### src/rtl/ahb_arb_pkg.sv
// Shared AHB encodings and the round-robin search helper for the manager arbiter.
// Pure declarations; no state, no timing.
package ahb_arb_pkg;

    typedef enum logic [1:0] {
        HTRANS_IDLE   = 2'b00,
        HTRANS_BUSY   = 2'b01,
        HTRANS_NONSEQ = 2'b10,
        HTRANS_SEQ    = 2'b11
    } htrans_e;

    localparam logic [2:0] HBURST_SINGLE = 3'd0;
    localparam logic [2:0] HBURST_INCR   = 3'd1;
    localparam logic [2:0] HBURST_WRAP4  = 3'd2;
    localparam logic [2:0] HBURST_INCR4  = 3'd3;
    localparam logic [2:0] HBURST_WRAP8  = 3'd4;
    localparam logic [2:0] HBURST_INCR8  = 3'd5;
    localparam logic [2:0] HBURST_WRAP16 = 3'd6;
    localparam logic [2:0] HBURST_INCR16 = 3'd7;

    localparam logic HRESP_OKAY  = 1'b0;
    localparam logic HRESP_ERROR = 1'b1;

    localparam int MAX_NREQ = 8;
    localparam int PTR_W    = 3;

    // First set bit of req strictly after ptr (wrapping), ptr itself last; ptr if req is empty.
    function automatic logic [PTR_W-1:0] rr_next(input logic [PTR_W-1:0] ptr,
                                                 input logic [MAX_NREQ-1:0] req,
                                                 input int n);
        logic [PTR_W-1:0] sel;
        logic [PTR_W-1:0] idx;
        sel = ptr;
        for (int k = MAX_NREQ; k >= 1; k--) begin
            if (k <= n) begin
                idx = PTR_W'((int'(ptr) + k) % n);
                if (req[idx]) begin
                    sel = idx;
                end
            end
        end
        return sel;
    endfunction

endpackage

### src/rtl/ahb_rr_arbiter_if.sv
// Manager-side and subordinate-side signals of the shared AHB segment.
// slave = arbiter view; master = managers plus subordinate (environment) view.
interface ahb_rr_arbiter_if #(
    parameter int NREQ = 2
);
    import ahb_arb_pkg::*;

    logic [NREQ-1:0]       m_hbusreq;
    logic [NREQ-1:0]       m_hgrant;
    logic [NREQ-1:0][31:0] m_haddr;
    logic [NREQ-1:0][1:0]  m_htrans;
    logic [NREQ-1:0]       m_hwrite;
    logic [NREQ-1:0][2:0]  m_hsize;
    logic [NREQ-1:0][2:0]  m_hburst;
    logic [NREQ-1:0][31:0] m_hwdata;
    logic [NREQ-1:0]       m_hready;
    logic [31:0]           m_hrdata;
    logic [NREQ-1:0]       m_hresp;

    logic                  hsel;
    logic [31:0]           haddr;
    htrans_e               htrans;
    logic                  hwrite;
    logic [2:0]            hsize;
    logic [2:0]            hburst;
    logic [31:0]           hwdata;
    logic                  hready;
    logic                  hreadyOut;
    logic [31:0]           hrdata;
    logic                  hresp;

    modport slave (
        input  m_hbusreq, m_haddr, m_htrans, m_hwrite, m_hsize, m_hburst, m_hwdata,
        input  hreadyOut, hrdata, hresp,
        output m_hgrant, m_hready, m_hrdata, m_hresp,
        output hsel, haddr, htrans, hwrite, hsize, hburst, hwdata, hready
    );

    modport master (
        output m_hbusreq, m_haddr, m_htrans, m_hwrite, m_hsize, m_hburst, m_hwdata,
        output hreadyOut, hrdata, hresp,
        input  m_hgrant, m_hready, m_hrdata, m_hresp,
        input  hsel, haddr, htrans, hwrite, hsize, hburst, hwdata, hready
    );

endinterface

### src/rtl/ahb_rr_pick.sv
// Combinational round-robin selector: nearest requester after ptr_i, ptr_i itself last.
// Latency: zero cycles; no backpressure.
module ahb_rr_pick
    import ahb_arb_pkg::*;
#(
    parameter int NREQ  = 2,
    parameter int IDX_W = (NREQ > 1) ? $clog2(NREQ) : 1
) (
    input  logic [IDX_W-1:0] ptr_i,
    input  logic [NREQ-1:0]  req_i,
    output logic [IDX_W-1:0] idx_o,
    output logic             vld_o
);

    always_comb begin
        idx_o = IDX_W'(rr_next(PTR_W'(ptr_i), MAX_NREQ'(req_i), NREQ));
        vld_o = |req_i;
    end

endmodule

### src/rtl/ahb_rr_arbiter.sv
// Round-robin AHB-Lite arbiter sharing one subordinate between NREQ managers, with data-phase routing.
// Latency: grant one cycle after request on an idle bus; hreadyOut=0 freezes grant, owners and muxes.
module ahb_rr_arbiter
    import ahb_arb_pkg::*;
#(
    parameter int NREQ     = 2,
    parameter int MAX_HOLD = 8
) (
    input  logic             hclk,
    input  logic             hrst,
    ahb_rr_arbiter_if.slave  bus
);

    localparam int IDX_W = (NREQ > 1) ? $clog2(NREQ) : 1;
    localparam int CNT_W = $clog2(MAX_HOLD + 1);

    logic [IDX_W-1:0] addr_owner_q, addr_owner_d;
    logic [IDX_W-1:0] data_owner_q, data_owner_d;
    logic             data_valid_q, data_valid_d;
    logic [CNT_W-1:0] hold_cnt_q, hold_cnt_d;
    logic             parked_q, parked_d;

    logic [NREQ-1:0]  owner_oh;
    logic [NREQ-1:0]  data_oh;
    logic [NREQ-1:0]  pick_req;
    logic [IDX_W-1:0] pick_idx;
    logic             pick_vld;
    logic             own_req;
    logic             others_req;
    logic             beat;
    logic             locked;
    logic             keep;
    logic [CNT_W-1:0] hold_inc;
    htrans_e          eff_trans;

    always_comb begin
        owner_oh   = NREQ'(1) << addr_owner_q;
        data_oh    = NREQ'(1) << data_owner_q;
        own_req    = bus.m_hbusreq[addr_owner_q];
        others_req = |(bus.m_hbusreq & ~owner_oh);
        eff_trans  = own_req ? htrans_e'(bus.m_htrans[addr_owner_q]) : HTRANS_IDLE;
    end

    always_comb begin
        bus.m_hgrant = owner_oh;
        bus.haddr    = bus.m_haddr[addr_owner_q];
        bus.htrans   = eff_trans;
        bus.hsel     = eff_trans[1];
        bus.hwrite   = bus.m_hwrite[addr_owner_q];
        bus.hsize    = bus.m_hsize[addr_owner_q];
        bus.hburst   = bus.m_hburst[addr_owner_q];
        bus.hwdata   = bus.m_hwdata[data_owner_q];
        bus.hready   = bus.hreadyOut;
        bus.m_hrdata = bus.hrdata;
        // The address owner stalls with the data owner: its address phase is not accepted either.
        bus.m_hready = ~((owner_oh | data_oh) & {NREQ{~bus.hreadyOut}});
        bus.m_hresp  = data_valid_q ? (data_oh & {NREQ{bus.hresp}}) : '0;
    end

    // A parked grant carries no ownership, so a waking bus arbitrates fresh from the pointer.
    assign pick_req = parked_q ? bus.m_hbusreq : (bus.m_hbusreq & ~owner_oh);

    ahb_rr_pick #(
        .NREQ  (NREQ),
        .IDX_W (IDX_W)
    ) u_pick (
        .ptr_i (addr_owner_q),
        .req_i (pick_req),
        .idx_o (pick_idx),
        .vld_o (pick_vld)
    );

    always_comb begin
        beat     = (eff_trans == HTRANS_NONSEQ) || (eff_trans == HTRANS_SEQ);
        locked   = (eff_trans == HTRANS_SEQ) || (eff_trans == HTRANS_BUSY);
        hold_inc = (beat && (hold_cnt_q < CNT_W'(MAX_HOLD))) ? hold_cnt_q + CNT_W'(1) : hold_cnt_q;
        // hold_inc already counts the beat being accepted now, so the owner gets exactly MAX_HOLD beats.
        keep     = locked || (!parked_q && own_req && ((hold_inc < CNT_W'(MAX_HOLD)) || !others_req));

        addr_owner_d = addr_owner_q;
        data_owner_d = data_owner_q;
        data_valid_d = data_valid_q;
        hold_cnt_d   = hold_cnt_q;
        parked_d     = parked_q;

        if (bus.hreadyOut) begin
            data_owner_d = addr_owner_q;
            data_valid_d = eff_trans[1];
            hold_cnt_d   = hold_inc;
            if (!keep) begin
                if (pick_vld) begin
                    addr_owner_d = pick_idx;
                    parked_d     = 1'b0;
                    if (pick_idx != addr_owner_q) begin
                        hold_cnt_d = '0;
                    end
                end else begin
                    parked_d = 1'b1;
                end
            end
        end
    end

    always_ff @(posedge hclk) begin
        if (hrst) begin
            addr_owner_q <= '0;
            data_owner_q <= '0;
            data_valid_q <= 1'b0;
            hold_cnt_q   <= '0;
            parked_q     <= 1'b1;
        end else begin
            addr_owner_q <= addr_owner_d;
            data_owner_q <= data_owner_d;
            data_valid_q <= data_valid_d;
            hold_cnt_q   <= hold_cnt_d;
            parked_q     <= parked_d;
        end
    end

endmodule

### src/flat_wrapper.sv
// flat-port wrapper written by rule: the top's interface ports become plain ports
module ahb_rr_arbiter_flat import ahb_arb_pkg::*;
#(
    parameter int NREQ     = 2,
    parameter int MAX_HOLD = 8
)
  (hclk, hrst, bus_m_hbusreq, bus_m_haddr, bus_m_htrans, bus_m_hwrite, bus_m_hsize, bus_m_hburst, bus_m_hwdata, bus_hreadyOut, bus_hrdata, bus_hresp, bus_m_hgrant, bus_m_hready, bus_m_hrdata, bus_m_hresp, bus_hsel, bus_haddr, bus_htrans, bus_hwrite, bus_hsize, bus_hburst, bus_hwdata, bus_hready);
  ahb_rr_arbiter_if #(.NREQ(NREQ)) bus_i ();
  input  logic hclk;
  input  logic hrst;
  input wire logic [$bits(bus_i.m_hbusreq)-1:0] bus_m_hbusreq;
  input wire logic [$bits(bus_i.m_haddr)-1:0] bus_m_haddr;
  input wire logic [$bits(bus_i.m_htrans)-1:0] bus_m_htrans;
  input wire logic [$bits(bus_i.m_hwrite)-1:0] bus_m_hwrite;
  input wire logic [$bits(bus_i.m_hsize)-1:0] bus_m_hsize;
  input wire logic [$bits(bus_i.m_hburst)-1:0] bus_m_hburst;
  input wire logic [$bits(bus_i.m_hwdata)-1:0] bus_m_hwdata;
  input wire logic [$bits(bus_i.hreadyOut)-1:0] bus_hreadyOut;
  input wire logic [$bits(bus_i.hrdata)-1:0] bus_hrdata;
  input wire logic [$bits(bus_i.hresp)-1:0] bus_hresp;
  output wire logic [$bits(bus_i.m_hgrant)-1:0] bus_m_hgrant;
  output wire logic [$bits(bus_i.m_hready)-1:0] bus_m_hready;
  output wire logic [$bits(bus_i.m_hrdata)-1:0] bus_m_hrdata;
  output wire logic [$bits(bus_i.m_hresp)-1:0] bus_m_hresp;
  output wire logic [$bits(bus_i.hsel)-1:0] bus_hsel;
  output wire logic [$bits(bus_i.haddr)-1:0] bus_haddr;
  output wire logic [$bits(bus_i.htrans)-1:0] bus_htrans;
  output wire logic [$bits(bus_i.hwrite)-1:0] bus_hwrite;
  output wire logic [$bits(bus_i.hsize)-1:0] bus_hsize;
  output wire logic [$bits(bus_i.hburst)-1:0] bus_hburst;
  output wire logic [$bits(bus_i.hwdata)-1:0] bus_hwdata;
  output wire logic [$bits(bus_i.hready)-1:0] bus_hready;
  assign bus_i.m_hbusreq = bus_m_hbusreq;
  assign bus_i.m_haddr = bus_m_haddr;
  assign bus_i.m_htrans = bus_m_htrans;
  assign bus_i.m_hwrite = bus_m_hwrite;
  assign bus_i.m_hsize = bus_m_hsize;
  assign bus_i.m_hburst = bus_m_hburst;
  assign bus_i.m_hwdata = bus_m_hwdata;
  assign bus_i.hreadyOut = bus_hreadyOut;
  assign bus_i.hrdata = bus_hrdata;
  assign bus_i.hresp = bus_hresp;
  assign bus_m_hgrant = bus_i.m_hgrant;
  assign bus_m_hready = bus_i.m_hready;
  assign bus_m_hrdata = bus_i.m_hrdata;
  assign bus_m_hresp = bus_i.m_hresp;
  assign bus_hsel = bus_i.hsel;
  assign bus_haddr = bus_i.haddr;
  assign bus_htrans = bus_i.htrans;
  assign bus_hwrite = bus_i.hwrite;
  assign bus_hsize = bus_i.hsize;
  assign bus_hburst = bus_i.hburst;
  assign bus_hwdata = bus_i.hwdata;
  assign bus_hready = bus_i.hready;
  ahb_rr_arbiter #(.NREQ(NREQ), .MAX_HOLD(MAX_HOLD)) u_core (.hclk(hclk), .hrst(hrst), .bus(bus_i));
endmodule
### config.mk
export PLATFORM = sky130hd
export DESIGN_NAME = ahb_rr_arbiter_flat
export DESIGN_NICKNAME = d
export VERILOG_FILES = /design/src/rtl/ahb_arb_pkg.sv /design/src/rtl/ahb_rr_arbiter_if.sv /design/src/rtl/ahb_rr_pick.sv /design/src/rtl/ahb_rr_arbiter.sv /design/src/flat_wrapper.sv
export SDC_FILE = /design/constraint.sdc
export NUM_CORES = 1
export LEC_CHECK = 0
export ABC_CLOCK_PERIOD_IN_PS = 1800
export BUFFER_PORTS_ARGS = -buffer_cell sky130_fd_sc_hd__buf_2
export CORE_AREA = 4 4 112 114
export CTS_CLUSTER_DIAMETER = 120
export DETAILED_ROUTE_END_ITERATION = 12
export DIE_AREA = 0 0 116 118
export HOLD_SLACK_MARGIN = 0.02
export PLACE_DENSITY = 0.57
export SETUP_SLACK_MARGIN = 0.3
export SLEW_MARGIN = 15
export SYNTH_ARGS = -nofsm -noshare
export SYNTH_HDL_FRONTEND = slang
export SYNTH_SLANG_ARGS = --single-unit
### constraint.sdc
create_clock -name hclk -period 1.8 [get_ports hclk]
set_input_delay 0.18 -clock hclk [delete_from_list [all_inputs] [get_ports hclk]]
set_output_delay 0.18 -clock hclk [all_outputs]
set_load 0.02 [all_outputs]
==> results.sh <==
export IMPL_outcome="finished clean"
export IMPL_cts_tree="done"
export IMPL_htree_levels=1
export IMPL_initial_utilization=0.139
export IMPL_p_clk_frac=0.239
export IMPL_routed_via_count=2163
export IMPL_portBuffers=232
export IMPL_layout_drive_gt1_share=0.790
export IMPL_worstSetupStartpointType="register"
export IMPL_gp_congestion=0.877
export IMPL_globalRoute_totalOverflow=0
export IMPL_firstDrtPassIters=4
export IMPL_die_area_sq_mm=0.0137
export IMPL_wl_mm=9.06
export IMPL_hold_class="primary input to register"
export IMPL_tightestPinTransition_ns=0.384
export IMPL_drv_cap=0
export IMPL_synth_nets=356
export IMPL_synthMuxAreaShare=0.517
export IMPL_met1_usage=0.120
export IMPL_synthCells=171
export IMPL_rsz0062_at_grt="yes"
export IMPL_antenna_found_initial=0
export IMPL_synth_top_family_by_area="multiplexers"
export IMPL_cts_root_buf="clkbuf_16"
export IMPL_critPathArrivalTime_ns=1.39
export IMPL_fp_dieW_microns=116
export IMPL_cts_sinks=8
export IMPL_tns_ns=0
export IMPL_drv_slew=0
export IMPL_clk_pin_slew_ns=0.04
export IMPL_core_area_sq_mm=0.0114
export IMPL_p_switching_uw=563
export IMPL_min_period_ns=1.57
export IMPL_ant_nets=0
export IMPL_antenna_cells=0
export IMPL_grt_busiest_layer="met2"
export IMPL_setup_viol=0
export IMPL_hold_viol=0
export IMPL_skew_ns=0.00182
export IMPL_cts_hold_buf=0
export IMPL_chipHeight_microns=118
export IMPL_synth_edf_count=0
export IMPL_crit_path_end_kind="output port"
export IMPL_power_frac_comb=0.632
export IMPL_vias_per_cell=4.13
export IMPL_grt_pass1_vias=2093
export IMPL_synthSimpleGateAreaFrac=0.0718
export IMPL_synth_xor_area_share=0.0110
export IMPL_numCtsBuffers=3
export IMPL_power_leakage_uw=0.00173
export IMPL_met2_usage=0.194
export IMPL_row_count=39
export IMPL_synthAdderAreaFrac=0.00789
export IMPL_synth_area_sq_mm=0.00159
export IMPL_critPathMaxFanout=20
export IMPL_drtIter0Drc=82
export IMPL_clock_latency_ns=0.23
export IMPL_ir_worst_vdd_v=0.000410
export IMPL_cts_buffer_depth=2
export IMPL_synth_distinct_cells=29
export IMPL_synth_compound_area_share=0.0852
export IMPL_grt_max_degree=21
export IMPL_dp_hpwl_mm=6.73
export IMPL_grt_usage=0.104
export IMPL_seqPwrFrac=0.129
export IMPL_final_nets=568
export IMPL_grt_pass1_wl_mm=11.2
export IMPL_max_clock_freq_mhz=635
export IMPL_io_pins=297
export IMPL_ys_seq_area_frac=0.101
export IMPL_drcViolationCount=0
export IMPL_ys_async_sr_fraction=0
export IMPL_slew_headroom=0.744
export IMPL_internal_power_uw=979
export IMPL_crit_required_ns=1.62
export IMPL_ys_ff_latch=8
export IMPL_syn_area_per_cell_sq_um=9.28
export IMPL_yosysWarnings=0
export IMPL_period_share=0.875
export IMPL_swShare=0.365
export IMPL_cellPowerDensity_mw_per_mm2=453
export IMPL_wire_per_inst_microns=17.3
export IMPL_use_met3=0.0221
export IMPL_area_delta_synth_final_pct=115
export IMPL_ys_flop_type="dfxtp_1"
export IMPL_timing_worst_setup_path_type="register to output port"
export IMPL_post_route_util=0.298
[timing repair]
item / 4_1_cts / 5_1_grt
gates cloned: 3 / 6
buffers inserted: 8 / 2
setup endpoints to repair: 66 / 65
resized for setup: 14 / 99
pin swaps: 0 / 6
[layer usage]
layer  routed length [microns]  vias up
met5                         0        -
met4                        34        0
met3                       915        7
met2                      4700      138
met1                      3410     1012
li1                          -     1006
[placed cells by master, fill, tap and decap left out, drive strengths merged]
master	Yosys	final
a2111oi	2	2
a211o	2	2
a211oi	2	2
a21bo	1	1
a21oi	1	1
a221oi	1	1
a311oi	1	1
a31oi	1	1
and3	2	2
buf	43	248
clkbuf	3	8
dfxtp	8	8
ha	1	1
inv	4	4
mux2	71	71
mux2i	2	2
nand2	6	6
nand3	4	4
nand3b	1	1
nand4	1	1
nor2	4	4
nor3	5	5
o211ai	1	1
o21ai	2	2
xnor2	2	2
[metrics by stage]
stage	instances	instance area, sq um	hold WS, ns	worst slack (ns)	total power (uW)
6_report	524	3410	0.249	0.226	1540
5_1_grt	524	3410	0.264	0.182	1620
4_1_cts	516	2930	0.227	0.222	1380
3_5_place_dp	502	2660	0.360	0.125	933
3_3_place_gp	502	2660	0.360	0.194	925
2_1_floorplan	171	1590	0.436	0.328	696
[layout make-up]
class | count | area (sq um)
inverters | 4 | 15.0
well taps | 143 | 179
clock buffers | 3 | 75.1
flip-flops and latches | 8 | 168
multi-input cells | 113 | 1270
repair buffers | 253 | 1700
fillers | 1184 | 8010
[power groups by stage]
stage	Sequential [uW]	Combinational, uW	Clock (uW)
6_report	199	974	369
5_1_grt	201	1030	386
4_1_cts	197	809	376
3_5_place_dp	201	732	0
3_3_place_gp	201	724	0
2_1_floorplan	195	501	0
[registers in the layout (all words and copies together), names as in the netlist]
| name | cells |
|---|---|
| u_core.hold_cnt_q | 4 |
| u_core.parked_q | 1 |
| u_core.data_owner_q | 1 |
| u_core.addr_owner_q | 1 |
| u_core.data_valid_q | 1 |
[synth_stat cells (3+ instances only)]
cell type / n / area share
nand2_1: 6 / 0.014
nor2_1: 4 / 0.0095
buf_4: 35 / 0.17
dfxtp_1: 8 / 0.10
inv_1: 4 / 0.0095
nand3_1: 4 / 0.013
buf_2: 7 / 0.022
clkbuf_1: 3 / 0.0071
nor3_1: 4 / 0.013
mux2_1: 70 / 0.50
[cell families after synthesis]
group	Yosys count
multiplexers	73
buffers and inverters	50
AND/OR/NAND/NOR	23
AO/OA/AOI/OAI	14
flip-flops	8
XOR/XNOR	2
adder cells (fa/ha/maj)	1
[path summary, 6_finish.rpt]
kind	start	cells past startpoint	to	slack [ns]
worst max-delay path	u_core.addr_owner_q$_SDFFE_PP0P_	3	bus_hburst[0]	0.23
worst min-delay path	hrst	2	u_core.addr_owner_q$_SDFFE_PP0P_	0.25
worst max register to register	u_core.addr_owner_q$_SDFFE_PP0P_	5	u_core.hold_cnt_q[1]$_SDFFE_PP0P_	0.27
worst min register to register	u_core.data_valid_q$_SDFFE_PP0P_	2	u_core.data_valid_q$_SDFFE_PP0P_	0.51
[critical path: stages (launching register included)]
cell	delay, ns
dfxtp_4	0.39
buf_12	0.17
mux2_2	0.38
buf_2	0.19
Note: power is estimated with default switching activity, not from simulation.
